### config.mk
export PLATFORM = sky130hd
export DESIGN_NAME = mdio_phy_mgr
export DESIGN_NICKNAME = d
export VERILOG_FILES = /design/src/rtl/mdio_pkg.sv /design/src/rtl/mdio_phy_mgr.sv
export SDC_FILE = /design/constraint.sdc
export NUM_CORES = 1
export LEC_CHECK = 0
export BUFFER_PORTS_ARGS = -buffer_cell sky130_fd_sc_hd__buf_2
export CORE_ASPECT_RATIO = 2
export CORE_UTILIZATION = 46
export CTS_CLUSTER_DIAMETER = 80
export DETAILED_ROUTE_END_ITERATION = 12
export PLACE_DENSITY = 0.84
export SLEW_MARGIN = 5
export SYNTH_ARGS = -nofsm -noshare
export SYNTH_HDL_FRONTEND = slang
export SYNTH_SLANG_ARGS = --single-unit
### constraint.sdc
create_clock -name clk -period 2 [get_ports clk]
set_input_delay 0.1 -clock clk [delete_from_list [all_inputs] [get_ports clk]]
set_output_delay 0.1 -clock clk [all_outputs]
set_load 0.02 [all_outputs]
### src/rtl/mdio_pkg.sv
// Shared MDIO definitions: IEEE 802.3 clause-22 register map, bit positions
// and the PHY manager state encoding.
package mdio_pkg;

  localparam logic [4:0] BMCR = 5'd0;
  localparam logic [4:0] BMSR = 5'd1;
  localparam logic [4:0] ANAR = 5'd4;

  localparam int BMCR_RST     = 15;
  localparam int BMSR_LINK    = 2;
  localparam int BMSR_AN_DONE = 5;

  localparam logic [15:0] BMCR_SOFT_RST   = 16'h8000;
  localparam logic [15:0] BMCR_AN_RESTART = 16'h1200;

  typedef enum logic [2:0] {
    ST_RST_WR   = 3'd0,
    ST_RST_POLL = 3'd1,
    ST_ANAR_WR  = 3'd2,
    ST_AN_WR    = 3'd3,
    ST_IDLE     = 3'd4,
    ST_POLL     = 3'd5,
    ST_HOST     = 3'd6,
    ST_GAP      = 3'd7
  } mdio_state_e;

  // States that own the MDIO engine and hold cyc_o high
  function automatic logic is_txn(input mdio_state_e s);
    return s inside {ST_RST_WR, ST_RST_POLL, ST_ANAR_WR, ST_AN_WR, ST_POLL, ST_HOST};
  endfunction

endpackage

### src/rtl/mdio_phy_mgr.sv
// PHY bring-up, periodic BMSR polling and host access arbitration onto a
// single MDIO transaction engine.
//
// state     | meaning
// ----------+----------------------------------------------------------
// RST_WR    | write BMCR soft reset
// RST_POLL  | read BMCR until reset bit clears or read budget exhausted
// ANAR_WR   | write advertised abilities
// AN_WR     | enable and restart auto-negotiation
// IDLE      | arbitrate: host first, then pending poll
// POLL      | read BMSR, update link / AN status
// HOST      | run the captured host access
// GAP       | one cycle with cyc_o low, then gap_nxt_q
module mdio_phy_mgr
  import mdio_pkg::*;
#(
  parameter logic [4:0]  PHY_ADDR     = 5'd0,
  parameter logic [15:0] ANAR_VAL     = 16'h01E1,
  parameter int          POLL_CYCLES  = 1_000_000,
  parameter int          RST_POLL_MAX = 16
) (
  input  logic        clk,
  input  logic        rst,
  output logic        cyc_o,
  output logic        we_o,
  output logic [4:0]  phy_adr_o,
  output logic [4:0]  reg_adr_o,
  output logic [15:0] tx_dat_o,
  input  logic        ack_i,
  input  logic [15:0] rx_dat_i,
  input  logic        host_cyc_i,
  input  logic        host_we_i,
  input  logic [4:0]  host_reg_adr_i,
  input  logic [15:0] host_dat_i,
  output logic        host_ack_o,
  output logic [15:0] host_dat_o,
  output logic        init_done_o,
  output logic        link_up_o,
  output logic        an_done_o,
  output logic        rst_timeout_o
);

  localparam int POLL_W = $clog2(POLL_CYCLES);
  localparam int RCNT_W = $clog2(RST_POLL_MAX + 1);
  localparam logic [POLL_W-1:0] POLL_LOAD = POLL_W'(POLL_CYCLES - 1);
  localparam logic [RCNT_W-1:0] RCNT_LOAD = RCNT_W'(RST_POLL_MAX - 1);

  mdio_state_e       state_q, state_d;
  mdio_state_e       gap_nxt_q, gap_nxt_d;
  logic [POLL_W-1:0] poll_cnt_q, poll_cnt_d;
  logic              poll_pend_q, poll_pend_d;
  logic [RCNT_W-1:0] rst_cnt_q, rst_cnt_d;
  logic              cyc_q, cyc_d;
  logic              we_q, we_d;
  logic [4:0]        reg_adr_q, reg_adr_d;
  logic [15:0]       tx_dat_q, tx_dat_d;
  logic              host_ack_q, host_ack_d;
  logic [15:0]       host_dat_q, host_dat_d;
  logic              init_done_q, init_done_d;
  logic              link_up_q, link_up_d;
  logic              an_done_q, an_done_d;
  logic              rst_timeout_q, rst_timeout_d;
  logic              ack_v;

  assign ack_v = cyc_q & ack_i;

  always_comb begin
    state_d       = state_q;
    gap_nxt_d     = gap_nxt_q;
    poll_cnt_d    = poll_cnt_q;
    poll_pend_d   = poll_pend_q;
    rst_cnt_d     = rst_cnt_q;
    we_d          = we_q;
    reg_adr_d     = reg_adr_q;
    tx_dat_d      = tx_dat_q;
    host_ack_d    = 1'b0;
    host_dat_d    = host_dat_q;
    init_done_d   = init_done_q;
    link_up_d     = link_up_q;
    an_done_d     = an_done_q;
    rst_timeout_d = rst_timeout_q;

    case (state_q)
      ST_RST_WR: begin
        if (ack_v) begin
          state_d   = ST_GAP;
          gap_nxt_d = ST_RST_POLL;
        end
      end
      ST_RST_POLL: begin
        if (ack_v) begin
          state_d = ST_GAP;
          if (!rx_dat_i[BMCR_RST]) begin
            gap_nxt_d = ST_ANAR_WR;
          end else if (rst_cnt_q == '0) begin
            rst_timeout_d = 1'b1;
            gap_nxt_d     = ST_ANAR_WR;
          end else begin
            rst_cnt_d = rst_cnt_q - 1'b1;
            gap_nxt_d = ST_RST_POLL;
          end
        end
      end
      ST_ANAR_WR: begin
        if (ack_v) begin
          state_d   = ST_GAP;
          gap_nxt_d = ST_AN_WR;
        end
      end
      ST_AN_WR: begin
        if (ack_v) begin
          state_d     = ST_GAP;
          gap_nxt_d   = ST_IDLE;
          init_done_d = 1'b1;
        end
      end
      ST_IDLE: begin
        if (host_cyc_i)       state_d = ST_HOST;
        else if (poll_pend_q) state_d = ST_POLL;
      end
      ST_POLL: begin
        if (ack_v) begin
          state_d     = ST_GAP;
          gap_nxt_d   = ST_IDLE;
          link_up_d   = rx_dat_i[BMSR_LINK];
          an_done_d   = rx_dat_i[BMSR_AN_DONE];
          poll_pend_d = 1'b0;
        end
      end
      ST_HOST: begin
        if (ack_v) begin
          state_d    = ST_GAP;
          gap_nxt_d  = ST_IDLE;
          host_ack_d = 1'b1;
          if (!we_q) host_dat_d = rx_dat_i;
        end
      end
      ST_GAP:  state_d = gap_nxt_q;
      default: state_d = ST_RST_WR;
    endcase

    // Timer terminal count after the POLL clear so a coincident expiry is not lost
    if (poll_cnt_q == '0) begin
      poll_cnt_d  = POLL_LOAD;
      poll_pend_d = 1'b1;
    end else begin
      poll_cnt_d = poll_cnt_q - 1'b1;
    end

    // Address/data are loaded only on the rising edge of cyc so they stay stable until ack
    cyc_d = is_txn(state_d);
    if (cyc_d && !cyc_q) begin
      case (state_d)
        ST_RST_WR:   begin we_d = 1'b1;      reg_adr_d = BMCR;           tx_dat_d = BMCR_SOFT_RST;   end
        ST_RST_POLL: begin we_d = 1'b0;      reg_adr_d = BMCR;           tx_dat_d = 16'h0000;        end
        ST_ANAR_WR:  begin we_d = 1'b1;      reg_adr_d = ANAR;           tx_dat_d = ANAR_VAL;        end
        ST_AN_WR:    begin we_d = 1'b1;      reg_adr_d = BMCR;           tx_dat_d = BMCR_AN_RESTART; end
        ST_POLL:     begin we_d = 1'b0;      reg_adr_d = BMSR;           tx_dat_d = 16'h0000;        end
        ST_HOST:     begin we_d = host_we_i; reg_adr_d = host_reg_adr_i; tx_dat_d = host_dat_i;      end
        default:     begin we_d = we_q;      reg_adr_d = reg_adr_q;      tx_dat_d = tx_dat_q;        end
      endcase
    end
  end

  always_ff @(posedge clk) begin
    if (rst) begin
      state_q       <= ST_RST_WR;
      gap_nxt_q     <= ST_RST_WR;
      poll_cnt_q    <= POLL_LOAD;
      poll_pend_q   <= 1'b0;
      rst_cnt_q     <= RCNT_LOAD;
      cyc_q         <= 1'b0;
      we_q          <= 1'b0;
      reg_adr_q     <= 5'd0;
      tx_dat_q      <= 16'h0000;
      host_ack_q    <= 1'b0;
      host_dat_q    <= 16'h0000;
      init_done_q   <= 1'b0;
      link_up_q     <= 1'b0;
      an_done_q     <= 1'b0;
      rst_timeout_q <= 1'b0;
    end else begin
      state_q       <= state_d;
      gap_nxt_q     <= gap_nxt_d;
      poll_cnt_q    <= poll_cnt_d;
      poll_pend_q   <= poll_pend_d;
      rst_cnt_q     <= rst_cnt_d;
      cyc_q         <= cyc_d;
      we_q          <= we_d;
      reg_adr_q     <= reg_adr_d;
      tx_dat_q      <= tx_dat_d;
      host_ack_q    <= host_ack_d;
      host_dat_q    <= host_dat_d;
      init_done_q   <= init_done_d;
      link_up_q     <= link_up_d;
      an_done_q     <= an_done_d;
      rst_timeout_q <= rst_timeout_d;
    end
  end

  assign cyc_o         = cyc_q;
  assign we_o          = we_q;
  assign phy_adr_o     = PHY_ADDR;
  assign reg_adr_o     = reg_adr_q;
  assign tx_dat_o      = tx_dat_q;
  assign host_ack_o    = host_ack_q;
  assign host_dat_o    = host_dat_q;
  assign init_done_o   = init_done_q;
  assign link_up_o     = link_up_q;
  assign an_done_o     = an_done_q;
  assign rst_timeout_o = rst_timeout_q;

endmodule

==> flow_summary_export.csv, run 1 <==
group,metric,value,unit
yosys,synth_top_family_by_area,"simple AND/OR/NAND/NOR gates",
global_routing,grt_pass1_wl,12500,um
cells_and_area,syn_to_final_growth,37.0,%
yosys,synth_mux_area_share,0.634,%
die,core,6620,um2
yosys,synthesis.area,3160,um2
timing,min_period,2.01,ns
pwr,power.total,3.80,mW
yosys,yosys_register_bits,76,
yosys,async_flop_share,0,%
yosys,synth.distinct_cells,56,
routing,drc,0,
yosys,synthAdderAreaFrac,0.792,%
timing,fin_skew,0.00488,ns
yosys,yosys.area_share.simple,24.3,%
cells_and_area,final_util,65.4,%
place,place_ws,-0.0467,ns
status,status,"finished with violations",
routing,viasPerCell,5.24,
timing,period_share,101,%
global_routing,grt_max_degree,20,
critical_path,crit_required,2.22,ns
routing,wire_per_inst,13.9,um
timing,fin_setup_tns,-0.0143,ns
cells_and_area,layout-drive-gt1-share,34.0,%
timing,hold_ws,0.00501,ns
critical_path,crit_path_max_fanout,5,
routing,vias,2971,
status,violations,"setup timing",
die,initial_core_util,47.7,%
clock_tree,htree_levels,3,
worst_hold_path,min-delay-path-class,"in -> reg",
cells_and_area,diodes,0,
yosys,ys_seq_area_share,48.2,%
clock_tree,clockBufferDepth,2,
yosys,syn_inst,355,
timing,fin_ws,-0.0143,ns
die,die-width,60.6,um
yosys,yosys_warnings,0,
run,drv_cap,0,
place,hpwl,5510,um
global_routing,grt_pass1_vias,3010,
die,rows,42,
yosys,synth_edf_count,0,
yosys,netlist.area_leader.share,48.2,%
clock_tree,cts_setup_buffers,0,
place,gp_congestion,0.843,
timing,setup_viol,1,
routing,ant_nets,0,
timing,timing.fmax,496,MHz
global_routing,antenna_found_initial,0,
critical_path,path_class,"reg -> reg",
critical_path,crit_path_end_kind,"flop",
clock_tree,clock-sinks,76,
pwr,p_per_area,879,nW/um2
routing,routed_wl,7860,um
yosys,synth-compound-area-share,15.4,%
cells_and_area,finalNetCount,518,
timing,worst_pin_slew,0.629,ns
die,pin_count,91,
yosys,syn_area_per_cell,8.90,um2
place,io_buffers,85,
yosys,synth_xor_area_share,5.50,%
yosys,netlist_top_cells_area,"dfxtp_1, nand2_1, xnor2_1, nor2_1, a21oi_1",
timing,relSlewSlack,58.1,%
die,dieArea,7220,um2
clock_tree,root_buffer,"clkbuf_16",
routing,drtPass1Iterations,4,
clock_tree,numCtsBuffers,9,
routing,drt-initial-drc-count,154,
critical_path,worst_ep_arrival_time,2.24,ns
clock_tree,cts.clk_slew.worst_paths,0.06,ns
pwr,power.leakage,1.88,nW
timing,hold_viol,0,
cells_and_area,fill_cells,538,
timing,rsz0062_at_grt,"true",
critical_path,worstSetupStartpointType,"flop",
clock_tree,clock_latency,0.33,ns
timing,drv_slew,0,
die,die_h,119,um
yosys,synth_ff_type,"dfxtp_1",
pwr,ir_drop,594,uV
global_routing,grtUsageTotal,22.9,%
clock_tree,cts_tree,"yes",
yosys,yosys.area.top_type,"dfxtp_1",
global_routing,grt_overflow,0,
[repair_timing]
action,in CTS,in global routing
setup endpoints to repair,3,37
hold buffers,11,0
pin swaps,0,3
endpoints found under the hold margin,11,0
resized for setup,1,20
[layout make-up]
type                       instances  area, um2  share of cell area, %
clock buffer                      12        246                   5.70
clock inverter                     4       48.8                   1.13
inverter                           9       33.8                  0.781
multi-input combinational        251       1570                   36.4
sequential                        76       1530                   35.3
tap                               88        110                   2.54
timing repair buffer             127        788                   18.2
[final timing paths]
check	from	endpoint	slack [ns]	depth (start not counted)
min	rx_dat_i[11]	host_dat_o[11]$_SDFFE_PP0P_	0.005	3
min reg2reg	poll_cnt_q[0]$_SDFF_PP1_	poll_cnt_q[0]$_SDFF_PP1_	0.41	1
max	poll_cnt_q[8]$_SDFF_PP0_	poll_cnt_q[19]$_SDFF_PP1_	-0.01	6
max reg2reg	poll_cnt_q[8]$_SDFF_PP0_	poll_cnt_q[19]$_SDFF_PP1_	-0.01	6
[per-stage QoR]
stage               std cells  cell area [um2]
floorplan                 359             3180
CTS                       567             4250
global placement          540             3840
detailed placement        540             3840
global route              567             4330
finish                    567             4330
[metal layers]
| metal | vias to the layer above | GRT usage (%) | wire length, um |
|---|---|---|---|
| met5 | - | 0 | 0 |
| met4 | 0 | 13.4 | 255 |
| met3 | 24 | 4.78 | 351 |
| met2 | 102 | 41.1 | 4350 |
| met1 | 1403 | 22.5 | 2900 |
| li1 | 1442 | - | - |
[sequential cells by signal (all words and copies together) (netlist names)]
name,count
an_done_o,1
tx_dat_o,16
host_dat_o,16
cyc_o,1
gap_nxt_q,3
poll_cnt_q,20
we_o,1
poll_pend_q,1
rst_timeout_o,1
reg_adr_o,5
init_done_o,1
state_q,3
rst_cnt_q,5
host_ack_o,1
link_up_o,1
[report_power, final]
group	switching, mW	total (mW)	internal, mW
registers	0.0469	1.63	1.58
clock network	0.592	1.59	0.997
logic	0.336	0.585	0.249
total	0.975	3.80	2.83
[placed cells by master, fill, tap and decap left out, drive strengths merged, types with 3 or more instances in the layout]
cell type	count
or3	3
nor4	6
and3	3
conb	5
nand2b	10
nand3	3
and3b	3
a22o	11
a211oi	5
o21ai	4
or2	4
o2bb2ai	7
nand2	50
clkbuf	12
nor2	38
buf	116
dlygate4sd3	11
dfxtp	76
clkinv	3
inv	9
a21oi	27
nor3	20
xnor2	18
[synthesized netlist by cell type, types with 2 or more instances]
master and instances:
a211o_1 2, a211oi_1 4, a21o_1 2, a21oi_1 26, a22o_1 11, a31oi_1 2
and2_1 2, and3_1 3, and3b_1 3, buf_2 4, buf_4 5, buf_6 2
clkbuf_1 11, dfxtp_1 76, ha_1 2, inv_1 9, mux2i_1 2, nand2_1 50
nand2b_1 10, nand3_1 3, nand3b_1 2, nor2_1 35, nor2_2 3, nor2b_1 2
nor3_1 18, nor3b_1 2, nor4_1 6, o21ai_0 3, o21bai_1 2, o2bb2ai_1 7
or2_2 3, or3_1 3, xnor2_1 17
[kinds of logic after synthesis]
kind of cell	count (synthesis)
XOR/XNOR	19
AO/OA/AOI/OAI	69
AND/OR/NAND/NOR	154
flip-flops	76
buffers and inverters	32
other	1
multiplexers	2
adder cells (fa/ha/maj)	2
[worst max-delay path, stage by stage, from the launching register on]
cell and delay (ns):
dfxtp_1 0.32, or4_4 0.53, or3_4 0.37, buf_4 0.17
nor2_4 0.12, a31oi_1 0.11, or2_2 0.28
(Power assumes the default switching activity.)
==> inputs of run 2 (changes only) <==
ABC_AREA = 1   (was default)
CORE_UTILIZATION = 25   (was 46)
PLACE_DENSITY = 0.55   (was 0.84)
==> run 2 against run 1 <==
  * The flow finishes with violations (DRC)
  * Final cell count is 26% higher
  * Synthesized cell count is 26% higher
  * Sequential share of layout area is 0.62 points lower
  * Combinational power is 14% higher
  * Core utilization is 32 points lower
  * Via count is 7.1% higher
  * Final area is 1.4% higher
  * Non-clock buffer count is 18 lower
==> flow_summary_export.csv, run 2 <==
group,metric,value,unit
status,status,"finished with violations",
status,violations,"DRC",
clock_tree,cts_tree,"yes",
yosys,synth_ff_type,"dfxtp_1",
yosys,synthMostInstantiatedCell,"nor2_1",
pwr,pwr-share-comb,17.6,%
yosys,netlist.area_leader.share,45.2,%
critical_path,crit_path_max_fanout,14,
pwr,p_per_area,859,nW/um2
place,gp_congestion,0.924,
yosys,yosys_register_bits,76,
yosys,async_flop_share,0,%
critical_path,crit_slowest_cell,"dfxtp_1",
critical_path,crit_start,"state_q[1]$_SDFF_PP0_",
timing,period_share,93.4,%
global_routing,grt_pass1_wl,15000,um
critical_path,max_stage_delay,0.43,ns
global_routing,grt_pass1_vias,3247,
critical_path,reg2reg_from,"state_q[1]$_SDFF_PP0_",
critical_path,crit_chain,"inv_2 -> nand2_2 -> nand3_2 -> nand2_1 -> nand2_2 -> inv_1 -> nor2_4 -> buf_12 -> nand2_1 -> nand2_1 -> nor2_1 -> nor2_1",
pwr,p_seq_share,43.6,%
cells_and_area,layout-drive-gt1-share,27.3,%
pwr,p_int,2.66,mW
critical_path,worst_ep_arrival_time,2.09,ns
timing,hold_viol,0,
cells_and_area,fill_cells,1364,
timing,fin_skew,0.00564,ns
yosys,syn_area_per_cell,7.49,um2
timing,setup_viol,0,
critical_path,worst-path-buf-inv,3,
clock_tree,clock_latency,0.33,ns
cells_and_area,diodes,0,
run,drv_cap,0,
clock_tree,clockBufferDepth,2,
clock_tree,cts.clk_slew.worst_paths,0.06,ns
timing,fin_ws,0.132,ns
yosys,synth.distinct_cells,39,
routing,wire_per_inst,12.4,um
pwr,clkPwrFrac,38.8,%
critical_path,path_class,"reg -> reg",
place,io_buffers,85,
routing,drc,8,
yosys,yosys.area.top_type,"dfxtp_1",
yosys,synth_edf_count,0,
routing,drt-initial-drc-count,127,
timing,fin_setup_tns,0,ns
timing,rsz0062_at_grt,"false",
clock_tree,clock-sinks,76,
routing,viasPerCell,4.47,
clock_tree,htree_levels,3,
die,rows,59,
worst_hold_path,min-delay-start,"rx_dat_i[9]",
pwr,p_switching,1.11,mW
global_routing,antenna_found_initial,0,
critical_path,cpMostUsedCell,"nand2_1",
routing,routed_wl,8850,um
cells_and_area,final_cell_mix,"nor2_1, buf_2, dfxtp_1",
yosys,yosys_warnings,0,
yosys,synth_common_cells,"nor2_1, dfxtp_1, nand2_1",
global_routing,grt_overflow,0,
die,pin_count,91,
die,initial_core_util,25.7,%
cells_and_area,largest_register,"poll_cnt_q",
worst_hold_path,min-delay-path-class,"in -> reg",
cells_and_area,final_common_cell,"nor2_1",
cells_and_area,largest_register_ffs,20,
timing,timing.fmax,535,MHz
yosys,synthesis.area,3360,um2
clock_tree,numCtsBuffers,9,
critical_path,crit_path_end_kind,"flop",
yosys,ys_seq_area_share,45.2,%
place,dpl_cell_area,3990,um2
clock_tree,root_buffer,"clkbuf_16",
routing,drtPass1Iterations,8,
yosys,syn_inst,449,
global_routing,grtUsageTotal,13.2,%
yosys,netlist_top_cells_area,"dfxtp_1, nor2_1, nand2_1, o21ai_0, nand3_1",
critical_path,crit_required,2.23,ns
die,dieArea,13900,um2
global_routing,grt_max_degree,28,
die,die_h,166,um
routing,vias,3181,
routing,ant_nets,0,
timing,min_period,1.87,ns
timing,drv_slew,0,
pwr,ir_drop,540,uV
critical_path,worstSetupStartpointType,"flop",
cells_and_area,finalNetCount,599,
pwr,power.total,3.77,mW
pwr,p_sw_share,29.5,%
die,core,13100,um2
cells_and_area,final_cell_area,4390,um2
place,hpwl,6820,um
critical_path,worst_path_dominant_cell_family,"simple AND/OR/NAND/NOR gates",
die,die-width,84.0,um
pwr,power.leakage,2.07,nW
cells_and_area,syn_to_final_growth,30.5,%
place,place_ws,0.0899,ns
-- run 2: power by group through the flow --
stage / Combinational, mW / Clock [mW] / Sequential, mW
5_1_grt: 0.731 / 1.58 / 1.65
2_1_floorplan: 0.405 / 0 / 1.73
3_5_place_dp: 0.632 / 0 / 1.68
6_report: 0.665 / 1.46 / 1.64
4_1_cts: 0.649 / 1.51 / 1.64
3_3_place_gp: 0.626 / 0 / 1.67
-- run 2: worst paths after layout --
check / slack, ns / depth (start not counted) / end
min reg2reg: 0.46 / 2 / rst_cnt_q[2]$_SDFFE_PP1P_
max reg2reg: 0.13 / 12 / tx_dat_o[12]$_SDFFE_PP0P_
max: 0.13 / 12 / tx_dat_o[12]$_SDFFE_PP0P_
min: 0.007 / 3 / host_dat_o[9]$_SDFFE_PP0P_
-- run 2: worst register-to-register path, cell delays in order (launching register included) --
cell,delay [ns]
dfxtp_1,0.43
inv_2,0.09
nand2_2,0.12
nand3_2,0.10
nand2_1,0.18
nand2_2,0.14
inv_1,0.25
nor2_4,0.06
buf_12,0.15
nand2_1,0.07
nand2_1,0.05
nor2_1,0.08
nor2_1,0.05
-- run 2: through the flow --
stage	std cells	utilization (%)	hold slack, ns
floorplan	453	-	0.184
global placement	685	30.5	0.322
detailed placement	685	30.5	0.335
CTS	711	33.3	0.000918
global route	712	33.6	0.0178
finish	712	33.6	0.00719
-- run 2: repair_timing --
item                                    4_1_cts  5_1_grt
gates resized for setup                       0        2
endpoints found under the setup margin        0       22
setup buffers                                 0        1
hold endpoints to repair                     10        0
hold buffers                                 10        0
-- run 2: per-layer routing --
| layer | global-route usage [%] | wire length (um) | vias to the layer above | part of all wire, % |
|---|---|---|---|---|
| met4 | 6.15 | 182 | 0 | 2.1 |
| met3 | 2.68 | 379 | 14 | 4.3 |
| met1 | 13.3 | 3390 | 1441 | 38 |
| met2 | 25.4 | 4900 | 91 | 55 |
| met5 | 0 | 0 | - | 0 |
| li1 | - | - | 1635 | - |
-- run 2: cell families (layout without fill, tap and decap cells) --
family                   count (synthesis)  in the layout  synth area share [%]
XOR/XNOR                                10             10                  2.60
other                                    1              5                 0.112
flip-flops                              76             76                  45.2
AO/OA/AOI/OAI                           64             64                  11.3
AND/OR/NAND/NOR                        238            238                  32.0
buffers and inverters                   58            165                  8.00
adder cells (fa/ha/maj)                  2              2                 0.744
-- run 2: area by class of cell --
class,count,area [um2],share of cell area (%)
Sequential cell,76,1520,34.7
Timing Repair Buffer,109,656,14.9
Multi-Input combinational cell,319,1600,36.5
Tap cell,152,190,4.33
Clock buffer,11,233,5.30
Inverter,40,153,3.48
Clock inverter,5,36.3,0.826
==> inputs of run 3 (changes only) <==
ABC_AREA = default   (was 1)
==> run 3 against run 2 <==
  * The flow now finishes without violations
  * Non-clock buffer count increased by 25
  * Final area barely moved
  * Sequential power about the same
  * Core utilization rose by 2.4 points
  * Global-route usage fell by 0.25 points
  * Final cell count decreased by 11%
  * Worst hold slack improved by 0.0019 ns
  * Sequential cell count unchanged
  * Clock skew decreased by 0.00081 ns
  * Sequential share of layout area is 0.095 points higher
  * Maximum frequency shrank 4.7%
  * Total power down 3.6%
==> flow_summary_export.csv, run 3 (same netlist as run 1, synthesis figures left out) <==
group,metric,value,unit
critical_path,crit_required,2.22,ns
worst_hold_path,holdPathStages,3,
cells_and_area,final_util,36.0,%
clock_tree,cts_tree,"yes",
place,hpwl,5940,um
critical_path,crit_path_end_kind,"flop",
place,gp_congestion,0.822,
timing,relSlewSlack,52.5,%
global_routing,antenna_found_initial,0,
cells_and_area,syn_to_final_growth,38.9,%
cells_and_area,largest_register_ffs,20,
critical_path,crit_chain,"or4_4 -> or3_4 -> nor3_4 -> nand2_1 -> nand2b_1 -> buf_12 -> nor2_1",
place,io_buffers,85,
global_routing,grt_overflow,0,
die,die_h,161,um
routing,drt-initial-drc-count,96,
cells_and_area,finalNetCount,525,
critical_path,path_class,"reg -> reg",
global_routing,grtUsageTotal,13.0,%
global_routing,grt_max_degree,19,
critical_path,r2r_end,"poll_cnt_q[12]$_SDFF_PP0_",
timing,hold_viol,0,
die,rows,57,
critical_path,worst_ep_arrival_time,2.18,ns
run,drv_cap,0,
clock_tree,htree_levels,3,
cells_and_area,largest_register,"poll_cnt_q",
timing,rsz0062_at_grt,"true",
routing,ant_nets,0,
cells_and_area,fill_cells,1268,
cells_and_area,instances_no_fill,632,
clock_tree,clock_latency,0.33,ns
critical_path,reg2reg_depth,7,
critical_path,r2r_slack,0.04,ns
cells_and_area,diodes,0,
routing,viasPerCell,4.61,
pwr,ir_drop,469,uV
die,initial_core_util,25.9,%
clock_tree,clock-sinks,76,
worst_hold_path,min_to,"host_dat_o[12]$_SDFFE_PP0P_",
critical_path,reg2reg_from,"poll_cnt_q[14]$_SDFF_PP1_",
worst_hold_path,min-delay-start,"rx_dat_i[12]",
clock_tree,numCtsBuffers,9,
die,core,12200,um2
critical_path,crit_path_max_fanout,8,
cells_and_area,final_cell_mix,"buf_2, dfxtp_1, nand2_1",
die,pin_count,91,
routing,drc,0,
timing,setup_viol,0,
timing,period_share,98.0,%
clock_tree,root_buffer,"clkbuf_16",
timing,drv_slew,0,
routing,wire_per_inst,12.7,um
timing,hold_ws,0.00912,ns
die,die-width,81.5,um
global_routing,grt_pass1_vias,2971,
routing,routed_wl,8050,um
timing,worst_pin_slew,0.713,ns
worst_hold_path,min-delay-path-class,"in -> reg",
timing,fin_skew,0.00483,ns
cells_and_area,final_common_cell,"buf_2",
place,dp_cells,599,
routing,vias,2912,
critical_path,max_stage_delay,0.53,ns
critical_path,crit_slowest_cell,"or4_4",
die,dieArea,13100,um2
timing,timing.fmax,510,MHz
clock_tree,cts.clk_slew.worst_paths,0.06,ns
timing,fin_ws,0.0397,ns
pwr,power.leakage,1.88,nW
global_routing,grt_pass1_wl,13100,um
routing,drtPass1Iterations,4,
timing,min_period,1.96,ns
status,status,"completed",
pwr,p_per_area,828,nW/um2
place,place_ws,-0.0437,ns
critical_path,worstSetupStartpointType,"flop",
clock_tree,clockBufferDepth,2,
cells_and_area,layout-drive-gt1-share,33.0,%
==> run 3: cell count changes in the layout (fill, tap and decap cells not counted), sizes merged, moves of 21 or more <==
cell   before  now
buf        99  120
inv        41    9
nand2      89   50
nand3      34    3
nor2       99   38
o21ai      33    4
==> run 3: repair_timing <==
item                       4_1_cts  5_1_grt
hold endpoints to repair        14        0
pin swaps                        2        3
gates resized for setup          6        6
setup buffers                    2        2
hold buffers                    14        0
setup endpoints to repair       13       36
==> run 3: where the power goes <==
group          switching (mW)  total, mW  internal [mW]
combinational           0.337      0.597          0.259
sequential             0.0455       1.63           1.58
clock                   0.585       1.41          0.827
total                   0.968       3.63           2.67
==> run 3: through the flow <==
step,total power [mW],setup TNS (ns),cell area [um2]
detailed placement,2.22,-0.335,3920
global route,3.81,-0.213,4390
finish,3.63,0,4390
global placement,2.21,-0.0644,3920
floorplan,2.01,0,3180
CTS,3.67,-0.000483,4350
==> run 3: metal layers <==
metal | up-vias | routed length (um) | GRT usage, %
li1 | 1462 | - | -
met1 | 1350 | 3080 | 13.2
met2 | 81 | 4350 | 23.1
met3 | 19 | 402 | 3.56
met4 | 0 | 227 | 6.90
met5 | - | 0 | 0
==> run 3: worst max-delay path, delay by kind of cell, from the launching register on <==
| kind | cells | cell delay [ns] |
|---|---|---|
| simple gates | 6 | 1.40 |
| buf+inv | 1 | 0.13 |
| flops | 1 | 0.32 |
==> run 3: how the worst max path moves through the flow <==
stage	from	end	slack [ns]	cells after the start
floorplan	poll_cnt_q[6]$_SDFF_PP0_	poll_cnt_q[17]$_SDFF_PP1_	0.009	7
detailed placement	poll_cnt_q[14]$_SDFF_PP1_	poll_cnt_q[6]$_SDFF_PP0_	-0.04	7
finish	poll_cnt_q[14]$_SDFF_PP1_	poll_cnt_q[12]$_SDFF_PP0_	0.04	7
CTS	poll_cnt_q[14]$_SDFF_PP1_	poll_cnt_q[12]$_SDFF_PP0_	-0.0005	7
global placement	poll_cnt_q[14]$_SDFF_PP1_	poll_cnt_q[11]$_SDFF_PP0_	-0.01	7
global route	poll_cnt_q[8]$_SDFF_PP0_	poll_cnt_q[12]$_SDFF_PP0_	-0.03	7
==> run 3: final cells by class <==
type | instances | area, um2 | area share (%)
sequential | 76 | 1530 | 34.7
tap | 147 | 184 | 4.19
timing repair buffer | 134 | 857 | 19.5
multi-input combinational | 251 | 1540 | 35.0
clock buffer | 12 | 236 | 5.39
inverter | 9 | 33.8 | 0.770
clock inverter | 3 | 15.0 | 0.342
